===== config.mk =====
export PLATFORM = sky130hd
export DESIGN_NAME = adder_arbiter
export DESIGN_NICKNAME = d
export VERILOG_FILES = /design/src/rtl/adder_arbiter.sv
export SDC_FILE = /design/constraint.sdc
export NUM_CORES = 1
export LEC_CHECK = 0
export ABC_AREA = 1
export CAP_MARGIN = 20
export CORE_MARGIN = 2
export CORE_UTILIZATION = 41
export CTS_CLUSTER_SIZE = 25
export DETAILED_ROUTE_END_ITERATION = 10
export PLACE_DENSITY = 0.82
export SYNTH_ARGS = -nofsm -noshare
export SYNTH_HDL_FRONTEND = slang
export SYNTH_SLANG_ARGS = --single-unit

===== constraint.sdc =====
create_clock -name clk -period 9.33 [get_ports clk]
set_input_delay 1.3995 -clock clk [delete_from_list [all_inputs] [get_ports clk]]
set_output_delay 1.3995 -clock clk [all_outputs]
set_load 0.01 [all_outputs]

===== src/rtl/adder_arbiter.sv =====
// Round-robin arbiter feeding one shared adder into a single registered response slot.
// Latency 1 cycle; requests are granted only while the slot is empty or being drained this cycle.
module adder_arbiter #(
  parameter int WIDTH = 32,
  parameter int NREQ  = 4
) (
  input  logic                  clk,
  input  logic                  rst,
  input  logic [NREQ-1:0]       req_valid,
  input  logic [NREQ*WIDTH-1:0] req_a,
  input  logic [NREQ*WIDTH-1:0] req_b,
  output logic [NREQ-1:0]       req_ready,
  output logic                  rsp_valid,
  output logic [WIDTH-1:0]      rsp_data,
  output logic                  rsp_carry,
  output logic [1:0]            rsp_id,
  input  logic                  rsp_ready
);

  localparam int IDW = 2;

  typedef enum logic {EMPTY = 1'b0, FULL = 1'b1} state_t;

  state_t           state_q, state_d;
  logic [IDW-1:0]   ptr_q, ptr_d;
  logic [WIDTH-1:0] data_q, data_d;
  logic             carry_q, carry_d;
  logic [IDW-1:0]   id_q, id_d;

  logic             accept_en;
  logic             gnt_found;
  logic [IDW-1:0]   gnt_idx;
  logic [IDW-1:0]   cand;
  logic             xfer;
  logic [WIDTH:0]   sum;

  // State register and response/pointer registers
  always_ff @(posedge clk) begin
    if (rst) begin
      state_q <= EMPTY;
      ptr_q   <= '0;
      data_q  <= '0;
      carry_q <= 1'b0;
      id_q    <= '0;
    end else begin
      state_q <= state_d;
      ptr_q   <= ptr_d;
      data_q  <= data_d;
      carry_q <= carry_d;
      id_q    <= id_d;
    end
  end

  // Output decode from state
  always_comb begin
    rsp_valid = (state_q == FULL);
    accept_en = (state_q == EMPTY) || rsp_ready;
  end

  // First valid requester at or after ptr, wrapping
  always_comb begin
    gnt_found = 1'b0;
    gnt_idx   = '0;
    cand      = '0;
    for (int k = 0; k < NREQ; k++) begin
      cand = IDW'((int'(ptr_q) + k) % NREQ);
      if (!gnt_found && req_valid[cand]) begin
        gnt_found = 1'b1;
        gnt_idx   = cand;
      end
    end
    req_ready = '0;
    if (accept_en && !rst && gnt_found) begin
      req_ready[gnt_idx] = 1'b1;
    end
  end

  assign xfer = |(req_valid & req_ready);

  always_comb begin
    sum = {1'b0, req_a[int'(gnt_idx)*WIDTH +: WIDTH]}
        + {1'b0, req_b[int'(gnt_idx)*WIDTH +: WIDTH]};
  end

  // Next state: a transfer always fills the slot, even while draining
  always_comb begin
    state_d = state_q;
    if (xfer) begin
      state_d = FULL;
    end else if (state_q == FULL && rsp_ready) begin
      state_d = EMPTY;
    end
  end

  always_comb begin
    data_d  = data_q;
    carry_d = carry_q;
    id_d    = id_q;
    ptr_d   = ptr_q;
    if (xfer) begin
      data_d  = sum[WIDTH-1:0];
      carry_d = sum[WIDTH];
      id_d    = gnt_idx;
      ptr_d   = (gnt_idx == IDW'(NREQ - 1)) ? '0 : gnt_idx + 1'b1;
    end
  end

  assign rsp_data  = data_q;
  assign rsp_carry = carry_q;
  assign rsp_id    = id_q;

endmodule


# Word-level counts from Yosys, hierarchy flattened

Index checks and enable logic that the tools add are counted.

Add/sub/neg operators: 5
Order comparisons: 6
Equality and inequality tests: 1
Shift operators: 2
Mux-type cells: 22
Bitwise logic cells: 2
Reductions and logical operators: 14

Operators by type and width:

| kind                  | number |
|---|---|
| $shiftx A128 B8 Y32   | 2 |
| $add A32 B32 Y33      | 1 |
| $lt A2 B3 Y1 const B  | 5 |
| $mux W1               | 11 |
| $mux W2               | 5 |
| $bmux W1 S2           | 4 |
| $logic_and A1 B1 Y1   | 7 |
| $add A2 B1 Y2 const B | 2 |
| $add A2 B2 Y2 const B | 2 |
| $and A4 B4 Y4         | 1 |
| $logic_not A1 Y1      | 4 |
| $mux W4               | 1 |
| $reduce_or A4 Y1      | 1 |
| $demux W1 S2          | 1 |
| $eq A2 B2 Y1 const B  | 1 |
| $ge A2 B1 Y1 const B  | 1 |
| $reduce_bool A2 Y1    | 1 |
| $logic_or A1 B1 Y1    | 1 |
| $not A1 Y1            | 1 |

Register bits: 38
Bits of input ports: 263
Output and inout bits: 40
Logic and storage cells: 57

# Logic depth before layout (Yosys ltp)

Gate-level depths: netlist of the first run.

Depth in word-level cells: 20
Mapped depth: 29

# Worst setup path after synthesis of the first run

OpenSTA, ideal clock, no wires.

Path kind: input -> register
Start: in req_valid[3]
End: reg data_q[28], in the netlist rsp_data[28]
Arrival time: 4.234 ns
Path slack: 4.984 ns
Stages on the path: 28
Buffers on the path: 2
Cells stage by stage: inv_1 nand2_1 nand2_1 nor2_1 nor2_2 o21bai_1 or2_1 nand3_2 buf_2 buf_2 nand2_1 nand3_1 nand2_1 ha_1 fa_1 nand2_1 nand2_1 and2_1 nand2_1 nand3_1 nand2_1 nand2_1 nand3_1 nand2_1 nand2_1 nand2_1 nor2_1 nor2_1

Longest elaborated chain between the ends: 19

Ends and longest elaborated chain:

| element                                              | line | RTL |
|---|---|---|
| start: declaration                                   | 9    | `input logic [NREQ-1:0] req_valid,` |
| branches (longest 19 deep; another with $bmux W1 S2) | -    |  |
| end signal: assignment                               | 48   | `data_q <= data_d;` |
| end: declaration                                     | 26   | `logic [WIDTH-1:0] data_q, data_d;` |

Several ways; the timed one is not identified. The select of a mux whose other input is x is not followed.
A chain may end at the register's enable or synchronous reset.

# Worst setup path in the final report of the first run

Start: in req_valid[3]
End: out req_ready[3]

Longest elaborated chain between the ends: 17

Ends and longest elaborated chain:

| element                                                            | line | RTL |
|---|---|---|
| $bmux W1 S2                                                        | 67   | `if (!gnt_found && req_valid[cand]) begin` |
| $mux W1 (not written as such)                                      | 67   |  |
| $mux W1                                                            | 67   |  |
| $logic_not A1 Y1                                                   | 67   |  |
| $logic_and A1 B1 Y1                                                | 67   |  |
| $mux W1                                                            | 67   |  |
| $logic_not A1 Y1                                                   | 67   |  |
| $logic_and A1 B1 Y1                                                | 67   |  |
| $mux W1                                                            | 67   |  |
| $logic_not A1 Y1                                                   | 67   |  |
| $logic_and A1 B1 Y1                                                | 67   |  |
| $mux W2                                                            | 67   |  |
| $lt A2 B3 Y1 (not written as such) or $ge A2 B1 Y1 (tied branches) | 74   | `req_ready[gnt_idx] = 1'b1;` |
| $logic_and A1 B1 Y1 (not written as such)                          | 74   |  |
| $mux W1 (not written as such)                                      | 74   |  |
| $demux W1 S2                                                       | 74   |  |
| $mux W4 *                                                          | 73   | `if (accept_en && !rst && gnt_found) begin` |
| end: declaration                                                   | 12   | `output logic [NREQ-1:0] req_ready,` |

Every way passes the cells marked *; elsewhere a longest branch is shown, timed or not. The select of a mux whose other input is x is not followed.

==> results of run 1 <==
==> final cells by class <==
type / instances / area [sq um] / share of cell area, %
repair buffers: 307 / 3080 / 30.5
inverters: 346 / 1300 / 12.9
flip-flops and latches: 38 / 761 / 7.54
multi-input cells: 978 / 4520 / 44.8
well taps: 220 / 275 / 2.73
clock inverters: 2 / 12.5 / 0.124
clock buffers: 6 / 139 / 1.38
==> registers in the layout, summed over array words and instances (netlist names) <==
register,count
rsp_id,2
rsp_data,32
ptr_q,2
rsp_carry,1
rsp_valid,1
==> cell families (layout without fill, tap and decap cells) <==
group / count (synthesis) / count (layout) / synth area share, %
fa+ha+maj: 37 / 37 / 6.88
compound gates: 76 / 76 / 6.05
xor+xnor: 18 / 18 / 2.30
simple gates: 847 / 847 / 50.7
flops: 38 / 38 / 11.1
buf+inv: 398 / 661 / 23.0
==> per-stage QoR <==
stage,hold slack (ns),cell area [sq um]
after CTS,0.495,10100
after global routing,0.510,10100
after floorplan,0.493,6840
after detailed placement,0.486,9910
after global placement,0.471,9910
final,0.486,10100
==> synth_stat cells, drive strengths merged <==
cell type	n	area share (%)
xor2	14	1.8
ha	36	6.6
or2	3	0.27
buf	42	3.4
o21a	3	0.33
nand3b	3	0.33
nor3	6	0.44
and2	2	0.18
nand4	8	0.73
nor2	127	7.2
nor4	1	0.092
nand2	536	29
o21ai	21	1.5
clkbuf	10	0.55
a31oi	1	0.092
o211a	1	0.15
fa	1	0.29
o21bai	3	0.33
inv	346	19
o211ai	2	0.22
dfxtp	38	11
nand3	161	12
a21oi	42	3.1
a21o	3	0.33
xnor2	4	0.51
==> worst paths after layout <==
kind	start	to	slack, ns	cells past startpoint
worst min-delay path	rsp_valid$_SDFFE_PP0P_	rsp_valid$_SDFFE_PP0P_	0.49	2
worst min register to register	rsp_valid$_SDFFE_PP0P_	rsp_valid$_SDFFE_PP0P_	0.49	2
worst max-delay path	req_valid[3]	req_ready[3]	2.94	14
worst max register to register	ptr_q[0]$_SDFFE_PP0P_	rsp_data[18]$_SDFFE_PP0P_	4.15	24
==> tightest hold or removal path, stage by stage, from the launching register on <==
cell and delay, ns:
sky130_fd_sc_hd__dfxtp_1 0.32, sky130_fd_sc_hd__nand2_1 0.07, sky130_fd_sc_hd__a21oi_1 0.05
==> metal layers <==
metal  vias up  track usage (%)  share of wire, %
met3        24             2.74               6.5
met1      3769             34.9                46
met4         0             5.85               1.7
met2       299             43.6                46
li1       4688                -                 -
met5         -                0                 0
==> flow_results.org, run 1 <==
** Timing
- The number of failing hold endpoints at the final stage came to 0.
- Setup repair after global routing missed its margin :: false
- The number of slew-limit violations in the final report came to 0.
- In this run the tightest slew margin relative to its limit is 49.6%.
- After layout, the worst setup slack is 2.94 ns.
- At the pin with the least slew margin, the transition time is 0.756 ns.
- Based on the critical path, the design can be clocked at up to 156 MHz.
- Accumulated negative setup slack :: 0 ns
- The routed design could run at a clock period as short as 6.39 ns.
- Final count of negative-setup-slack endpoints :: 0
- Share of the clock period used by the worst path :: 68.5%
- Across the routed clock network, the largest skew measured is 0.00624 ns.

** CTS
- Number of post-CTS setup repair buffers :: 0
- Post-CTS Hold Buffers :: 0
- Root Driver :: sky130_fd_sc_hd__clkbuf_16
- Counting the buffers created by CTS gives 5.
- Counting every sink on the clock net gives 38.
- Clock transition at the registers of the reported paths :: approximately 0.060 ns
- For the worst-skew pair, the clock arrives at the later sink with an insertion delay of 0.28 ns.
- Gates resized during post-CTS repair numbered 0.
- The longest clock path from root to sink contains 2 buffers.
- CTS built an H-tree with a depth of 2.
- TritonCTS clock tree :: yes

** Setup path
- Kind of cell adding the most delay to the critical path :: buffers and inverters
- Data arrival, critical path :: 4.99 ns
- For this run, the slowest stage of the critical path takes 0.72 ns.
- The critical path goes through clkdlybuf4s50_1 -> inv_1 -> nand2_1 -> nand2_1 -> nor2_1 -> nor2_2 -> o21bai_1 -> or2_1 -> nand3_4 -> inv_4 -> ha_1 -> inv_1 -> nor2_1 -> clkdlybuf4s50_1.
- STA classifies the critical path endpoint as a primary output.
- STA classifies the critical path startpoint as a primary input.
- STA puts the critical path data required time at roughly 7.9 ns.
- WP buf/inv :: 5
- Critical path peak fanout :: between 60 and 70
- Category of the most critical setup path :: in -> out
- The slowest stage of the critical path belongs to the cell sky130_fd_sc_hd__inv_4.

** Layout
- Proportion of layout cells with a drive suffix above 1 :: ~1.6%
- Most common cell after layout, fill and taps aside :: sky130_fd_sc_hd__nand2_1
- The finished layout holds 1,897 standard cells, fillers aside.
- The library cells used most frequently in the layout, excluding fill and tap cells, are 533 x sky130_fd_sc_hd__nand2_1, 342 x sky130_fd_sc_hd__inv_1, 302 x sky130_fd_sc_hd__clkdlybuf4s50_1.
- Antenna cells :: 0
- Number of inserted filler cells in the final layout :: 1,703
- Measured on the finished design, the core utilization comes to between 60% and 70%.
- Compared with the post-synthesis result, the final layout area differs by 47.5%.
- The final layout contains 1,976 nets.

** Floorplanning
- FP Rows :: 47
- The die is 133 um wide.
- Number of top-level design ports :: 303
- Once the floorplan was initialized, standard cells occupied 41.5% of the core.
- The floorplan step defined a core boundary enclosing 16,500 sq um.
- Die outline area :: 17,700 sq um
- Vert. Die Dim :: about 130 um

** Place
- Placed insts :: ~1,900
- OpenSTA, run right after detailed placement, puts the worst setup slack at 2.54 ns.
- Summed over all nets, the half-perimeter wirelength after detailed placement is roughly 19,000 um.
- At the end of routability-driven placement, the weighted congestion stood at about 1.
- Input and output buffers added on the ports amount to roughly 300.

** Worst hold path
- Path category of the worst min-delay check :: reg -> reg

** Route
- Number of nets with antenna violations after routing :: 0
- Initial detailed-routing violation count :: 457
- DRC violations left :: 0
- Via density per instance :: roughly 4.6
- Final routed wire length divided by cell count :: 12.2 um
- DR pass1 iterations :: 5
- Summing over every cut layer, the via total after detailed routing is between 8,000 and 9,000.
- Final wirelength :: about 23,000 um

** Logic synthesis
- A synthesized cell averages 4.84 sq um.
- The synthesized design contains 38 register bits.
- Yosys printed 0 warnings.
- Counting every net in the synthesized netlist gives 1,714.
- Count of unique library cells instantiated by Yosys :: 34
- The synthesized netlist occupies a cell area of between 6000 and 7000 sq um.
- The cell count after synthesis came out at 1,414.
- Portion of the post-synthesis area used by sequential elements :: 11.1%

** GRT
- Pin count of the biggest net entering global routing :: 131
- Total track usage :: around a quarter
- Via count of the first global-routing pass :: 8,024
- Global-route wire length before repair :: 37,900 um
- Antenna violations before repair :: 0
- Summed over all layers, the global routing overflow is 0.

** Status
- Run status :: finished clean

** Run
- Max capacitance violation total :: 0
Power of run 1 is not shown: default switching activity piles up to over one toggle a cycle in this logic, so the estimate is an artifact.
==> inputs of run 2 (changes only) <==
==> constraint.sdc (replaced) <==
create_clock -name clk -period 6.2 [get_ports clk]
set_input_delay 0.93 -clock clk [delete_from_list [all_inputs] [get_ports clk]]
set_output_delay 0.93 -clock clk [all_outputs]
set_load 0.01 [all_outputs]
==> flow_results.org, run 2 (synthesis results as in run 1) <==
** Layout
- The post-layout instance area came to 10,100 sq um (+0.31%).
- FF/Latch Area :: 761 sq um (unchanged)
- The footprint of the multi-input gates is 4520 sq um (unchanged).
- Antenna cells :: 0 (unchanged)
- Number of inserted filler cells in the final layout :: 1,680 (-1.4%)
- Area grow syn2layout :: 47.9%
- Proportion of layout cells with a drive suffix above 1 :: 1.78% (+0.17 points)
- The library cells used most frequently in the layout, excluding fill and tap cells, are 533 x sky130_fd_sc_hd__nand2_1, 342 x sky130_fd_sc_hd__inv_1, 302 x sky130_fd_sc_hd__clkdlybuf4s50_1.
- Number of flip-flops under the largest register name :: 32 (unchanged)
- Layout net count :: 1,980 (+0.20%)
- Most common cell after layout, fill and taps aside :: sky130_fd_sc_hd__nand2_1

** CTS
- Clk Latency, worst-skew pair :: 0.28 ns (about the same)
- The CTS buffer count is 5 (unchanged).
- TritonCTS clock tree :: yes
- Quantity of gates resized following cts :: 0 (unchanged)
- The maximum root-to-sink buffer count is 2 (unchanged).
- The count of buffers added by post-CTS timing repair for setup is 0 (unchanged).
- The clock slew at the register clock pins of the worst setup and hold paths came to 0.06 ns (about the same).
- H-tree depth :: 2 (unchanged)
- The number of hold buffers added after cts was 0 (unchanged).
- The CTS sink count was 38 (unchanged).
- Clock tree synthesis selected as its root buffer the cell sky130_fd_sc_hd__clkbuf_16.

** Timing
- Final count of negative-setup-slack endpoints :: 0 (unchanged)
- The number of failing hold endpoints at the final stage came to 0 (unchanged).
- The worst path uses 83.2% of the clock period.
- The final setup TNS came to 0 ns (unchanged).
- The worst slew slack as a fraction of its limit came to 52.6% (+2.9 points).
- The number of slew-limit violations in the final report is 0 (unchanged).
- Min cycle time layout :: 5.16 ns
- The setup clock skew after layout came to 0.00564 ns (-0.000602 ns).
- Actual transition at the worst max-transition pin :: 0.712 ns (-0.0441 ns)
- Setup repair after global routing missed its margin :: false
- Highest attainable clock frequency :: slightly below 200 MHz

** Setup path
- First element of the critical path :: req_valid[2]
- Critical path peak fanout :: 49 (-23%)
- Data arrival, critical path :: 5.34 ns (+0.35 ns)
- Among the stages of the critical path, the cell type that occurs most often is sky130_fd_sc_hd__nand2_1.
- The worst register-to-register path begins at ptr_q[0]$_SDFFE_PP0P_.
- The delay contributed by the slowest stage of the critical path came to 0.51 ns (-0.21 ns).
- Category of the most critical setup path :: in -> reg
- STA classifies the critical path startpoint as a primary input.
- Critical-path cell with the highest stage delay :: sky130_fd_sc_hd__clkdlybuf4s50_1
- Worst endpoint required time :: 6.38 ns (-1.55 ns)
- Category of the worst setup path capture point :: flop

** GRT
- Global-route wire length before repair :: 38,700 um (+2.1%)
- Leftover overflow at the end of global routing :: 0 (unchanged)
- The number of global-route vias before repair came to 8,194 (+2.1%).
- The initial antenna violation count came to 0 (unchanged).
- The overall global routing resource usage came to 26.3% (+0.72 points).
- Pin count of the biggest net entering global routing :: 74 (-44%)

** Place
- The HPWL reported at the end of detailed placement was 19,400 um (+3.6%).
- The placer congestion estimate came to 0.953 (-5.0%).
- The cell area after placement came to 9970 sq um (+0.63%).
- The number of buffers added on ports came to 302 (unchanged).

** Route
- The routed wire length came to 23,500 um (+2.0%).
- Initial detailed-routing violation count :: 599 (+31%)
- The detailed-router iteration count before antenna repair came to 5 (unchanged).
- The number of antenna-violating nets in the routed design was 0 (unchanged).
- The per-cell via count in the routed design was 4.59 (-0.87%).
- The final routed wire length divided by cell count came to 12.4 um (+1.8%).
- The via count is 8,722 (-0.66%).
- The DRC violations left was 0 (unchanged).

** Status
- Run status :: finished clean

** Floorplanning
- DIE WIDTH :: 133 um (unchanged)
- FP Rows :: 47 (unchanged)
- The starting density of the core was 41.5% (unchanged).
- Core Footprint :: 16,500 sq um (unchanged)
- The top-level port count was 303 (unchanged).
- The area of the die came to 17,700 sq um (unchanged).
- The die outline height is 133 um (unchanged).

** Run
- The number of max-cap violations came to 0 (unchanged).

** Worst hold path
- Path category of the worst min-delay check :: reg -> reg
- Startpoint of the lowest-slack hold path :: rsp_valid$_SDFFE_PP0P_
run 2: area by class of cell:
cell class	count	area share, %
Clock inverter	1	0.0495
Multi-Input combinational cell	978	44.7
Inverter	346	12.9
Timing Repair Buffer	311	30.8
Sequential cell	38	7.52
Clock buffer	7	1.41
Tap cell	220	2.72
run 2: critical path: cells and delay by family:
family                   cells  cell delay [ns]
AO/OA/AOI/OAI                1             0.15
adder cells (fa/ha/maj)      2             0.69
buffers and inverters        4             1.32
AND/OR/NAND/NOR             22             2.22
run 2: path summary, 6_finish.rpt:
path / endpoint / slack, ns / depth (start not counted)
max: rsp_data[28]$_SDFFE_PP0P_ / 1.04 / 29
min: rsp_valid$_SDFFE_PP0P_ / 0.48 / 2
max reg2reg: rsp_data[28]$_SDFFE_PP0P_ / 1.60 / 28
min reg2reg: rsp_valid$_SDFFE_PP0P_ / 0.48 / 2
run 2: per-stage QoR:
stage | util (%) | instances | setup slack [ns] | hold WS, ns
after floorplan | - | 1414 | 2.32 | 0.493
after global placement | 60.6 | 1893 | 0.904 | 0.465
after detailed placement | 60.6 | 1893 | 0.783 | 0.474
after CTS | 61.5 | 1901 | 1.06 | 0.483
after global routing | 61.5 | 1901 | 0.571 | 0.508
final | 61.5 | 1901 | 1.04 | 0.478
run 2: layer usage:
metal / global-route usage [%] / up-vias / share of wire, % / wire, um
met5: 0 / - / 0 / 0
met4: 4.67 / 0 / 1.3 / 303
met3: 3.96 / 22 / 6.1 / 1440
met2: 46.1 / 259 / 47 / 11000
met1: 34.7 / 3751 / 46 / 10700
li1: - / 4690 / - / -
Power of run 2 is left out for the same reason.
==> inputs of run 3 (changes only) <==
--- a/config.mk
+++ b/config.mk
@@ -8,10 +8,10 @@
 export ABC_AREA = 1
 export CAP_MARGIN = 20
 export CORE_MARGIN = 2
-export CORE_UTILIZATION = 41
+export CORE_UTILIZATION = 40
 export CTS_CLUSTER_SIZE = 25
 export DETAILED_ROUTE_END_ITERATION = 10
-export PLACE_DENSITY = 0.82
+export PLACE_DENSITY = 0.83
 export SYNTH_ARGS = -nofsm -noshare
 export SYNTH_HDL_FRONTEND = slang
 export SYNTH_SLANG_ARGS = --single-unit
==> constraint.sdc (replaced) <==
create_clock -name clk -period 4.46 [get_ports clk]
set_input_delay 0.669 -clock clk [delete_from_list [all_inputs] [get_ports clk]]
set_output_delay 0.669 -clock clk [all_outputs]
set_load 0.01 [all_outputs]
==> flow_results.org, run 3 (synthesis results as in run 1) <==
** Status
- Run status :: finished clean

** GRT
- The initial antenna violation count was 0 (unchanged).
- The number of global-route vias before repair is 8,334 (+1.7%).
- Total track usage :: 26.1% (-0.25 points)
- The largest net degree at the start of global routing was 71 (-4.1%).
- The sum of overflow across all layers after global routing was 0 (unchanged).
- Global-route wire length before repair :: 39,100 um (+1.1%)

** Setup path
- Crit path largest cell delay :: 0.45 ns (-0.06 ns)
- CP Launch Type :: primary input
- WP buf/inv :: 4 (unchanged)
- The cell family contributing the most delay on the critical path is simple AND/OR/NAND/NOR gates.
- Critical register-to-register path endpoint :: rsp_data[20]$_SDFFE_PP0P_
- Category of the most critical setup path :: in -> reg
- R2R cell count :: 27 (-3.6%)
- Critical-path cell with the highest stage delay :: sky130_fd_sc_hd__clkdlybuf4s50_1
- Category of the worst setup path capture point :: flop
- The cell that appears most often on the critical path is sky130_fd_sc_hd__nand2_1.
- The data arrival time of the critical path is 4.35 ns (-0.99 ns).
- The maximum fanout count along the critical path was 21 (-57%).
- In this run the critical register-to-register path is launched from ptr_q[0]$_SDFFE_PP0P_.
- Slack of the worst reg-to-reg path :: 0.59 ns (-1.01 ns)
- The data required time at the worst endpoint came to 4.64 ns (-1.74 ns).

** CTS
- The CTS buffer count came to 5 (unchanged).
- The CTS sink count came to 38 (unchanged).
- The maximum root-to-sink buffer count came to 2 (unchanged).
- TritonCTS built the clock tree.
- Clk Latency, worst-skew pair :: 0.28 ns (about the same)
- The count of buffers added by post-CTS timing repair for setup was 0 (unchanged).
- H-tree depth :: 2 (unchanged)
- Clock transition at the registers of the reported paths :: 0.06 ns (about the same)
- Post-CTS Hold Buffers :: 0 (unchanged)
- The cell sitting at the root of the clock tree is a sky130_fd_sc_hd__clkbuf_16.

** Timing
- Min cycle time layout :: about 4.2 ns
- The pin slew with the least headroom to its limit was 0.667 ns (-0.0449 ns).
- Count of endpoints failing hold in the final timing report :: 0 (unchanged)
- After layout, the worst path uses between 90 and 100% of the clock period.
- Count of pins over their slew limit :: 0 (unchanged)
- Max transition margin :: 55.5% (+2.9 points)
- Static timing analysis puts the maximum clock frequency at ~240 MHz.
- Setup skew after layout :: 0.00262 ns (-0.00302 ns)
- The worst hold margin is 0.486 ns (+0.00845 ns).
- The final setup violation count is 0 (unchanged).
- Setup repair after global routing left no endpoint under its margin.
- Accumulated negative setup slack :: 0 ns (unchanged)

** Worst hold path
- The startpoint identified for the worst hold timing path is rsp_valid$_SDFFE_PP0P_.
- For hold timing, the worst endpoint is rsp_valid$_SDFFE_PP0P_.
- Worst hold path depth :: 2 (unchanged)
- Path category of the worst min-delay check :: reg -> reg

** Route
- DRC violations left :: 0 (unchanged)
- Final wirelength :: 24,300 um (+3.3%)
- The detailed-router iteration count before antenna repair came to 6 (+1).
- The final routed wire length divided by cell count came to 12.6 um (+1.8%).
- The via count was 8,954 (+2.7%).
- Via density per instance :: 4.64 (+1.1%)
- Number of nets with antenna violations after routing :: 0 (unchanged)
- The number of design-rule violations left by the first detailed-router iteration came to 607 (+1.3%).

** Floorplanning
- FP Rows :: 47 (unchanged)
- Die outline area :: 18,200 sq um (+2.4%)
- The floorplan die width was 135 um (+1.2%).
- The top-level port count came to 303 (unchanged).
- Vert. Die Dim :: 135 um (+1.2%)
- The starting density of the core came to 41.1% (-0.44 points).
- Core Footprint :: 16,600 sq um (+1.1%)

** Place
- The number of buffers added on ports was 302 (unchanged).
- Detailed Place HPWL :: 20,100 um (+3.9%)
- The placer congestion estimate was 0.961 (+0.83%).

** Layout
- Most common cell after layout, fill and taps aside :: sky130_fd_sc_hd__nand2_1
- Final core area utilization :: 63.0% (+1.6 points)
- The share of cells above drive strength 1 was 3.57% (+1.8 points).
- The number of antenna repair diodes was 0 (unchanged).
- The post-layout net count was 2,009 (+1.5%).
- The number of flip-flops in the largest register was 32 (unchanged).
- Relative to the synthesized area, the layout overhead comes to 53.4%.
- The library cells used most frequently in the layout, excluding fill and tap cells, are 533 x sky130_fd_sc_hd__nand2_1, 342 x sky130_fd_sc_hd__inv_1, 302 x sky130_fd_sc_hd__clkdlybuf4s50_1.

** Run
- Max capacitance violation total :: 0 (unchanged)
## run 3: final cells by class
| cell class | instances | area, sq um |
|---|---|---|
| fillers | 1616 | 6150 |
| multi-input cells | 978 | 4520 |
| repair buffers | 340 | 3420 |
| inverters | 346 | 1310 |
| flip-flops and latches | 38 | 761 |
| well taps | 220 | 275 |
| clock buffers | 6 | 139 |
| clock inverters | 2 | 60.1 |
## run 3: worst max-delay path by stage
stage,startpoint,end,depth (start not counted)
floorplan,req_valid[3],rsp_data[28]$_SDFFE_PP0P_,28
finish,req_valid[3],rsp_data[20]$_SDFFE_PP0P_,28
global route,req_valid[3],rsp_data[20]$_SDFFE_PP0P_,28
CTS,req_valid[2],rsp_data[20]$_SDFFE_PP0P_,27
detailed placement,req_valid[2],rsp_data[28]$_SDFFE_PP0P_,27
global placement,req_valid[3],rsp_data[20]$_SDFFE_PP0P_,27
## run 3: layer usage
layer	share of wire, %	up-vias	GRT usage, %
met1	44	3867	33.7
met3	6.9	35	4.39
met4	2.0	0	6.96
li1	-	4754	-
met2	47	298	44.8
met5	0	-	0
## run 3: what timing repair did
action / 4_1_cts / 5_1_grt
endpoints found under the hold margin: 0 / 0
gates resized for setup: 0 / 6
endpoints found under the setup margin: 0 / 4
## run 3: worst reg2reg max path: cells and delay by family (launching register included)
kind,cells,cell delay [ns]
AND/OR/NAND/NOR,22,2.15
buffers and inverters,3,0.54
flip-flops,1,0.47
adder cells (fa/ha/maj),1,0.42
AO/OA/AOI/OAI,1,0.17
## run 3: per-stage QoR
step                      cells  instance area, sq um  setup slack (ns)
after detailed placement   1921                 10200           0.00769
after floorplan            1414                  6840             0.845
after CTS                  1929                 10400             0.274
final                      1930                 10500             0.289
after global placement     1921                 10200            0.0978
after global routing       1930                 10500            0.0135
Power of run 3 is left out for the same reason.
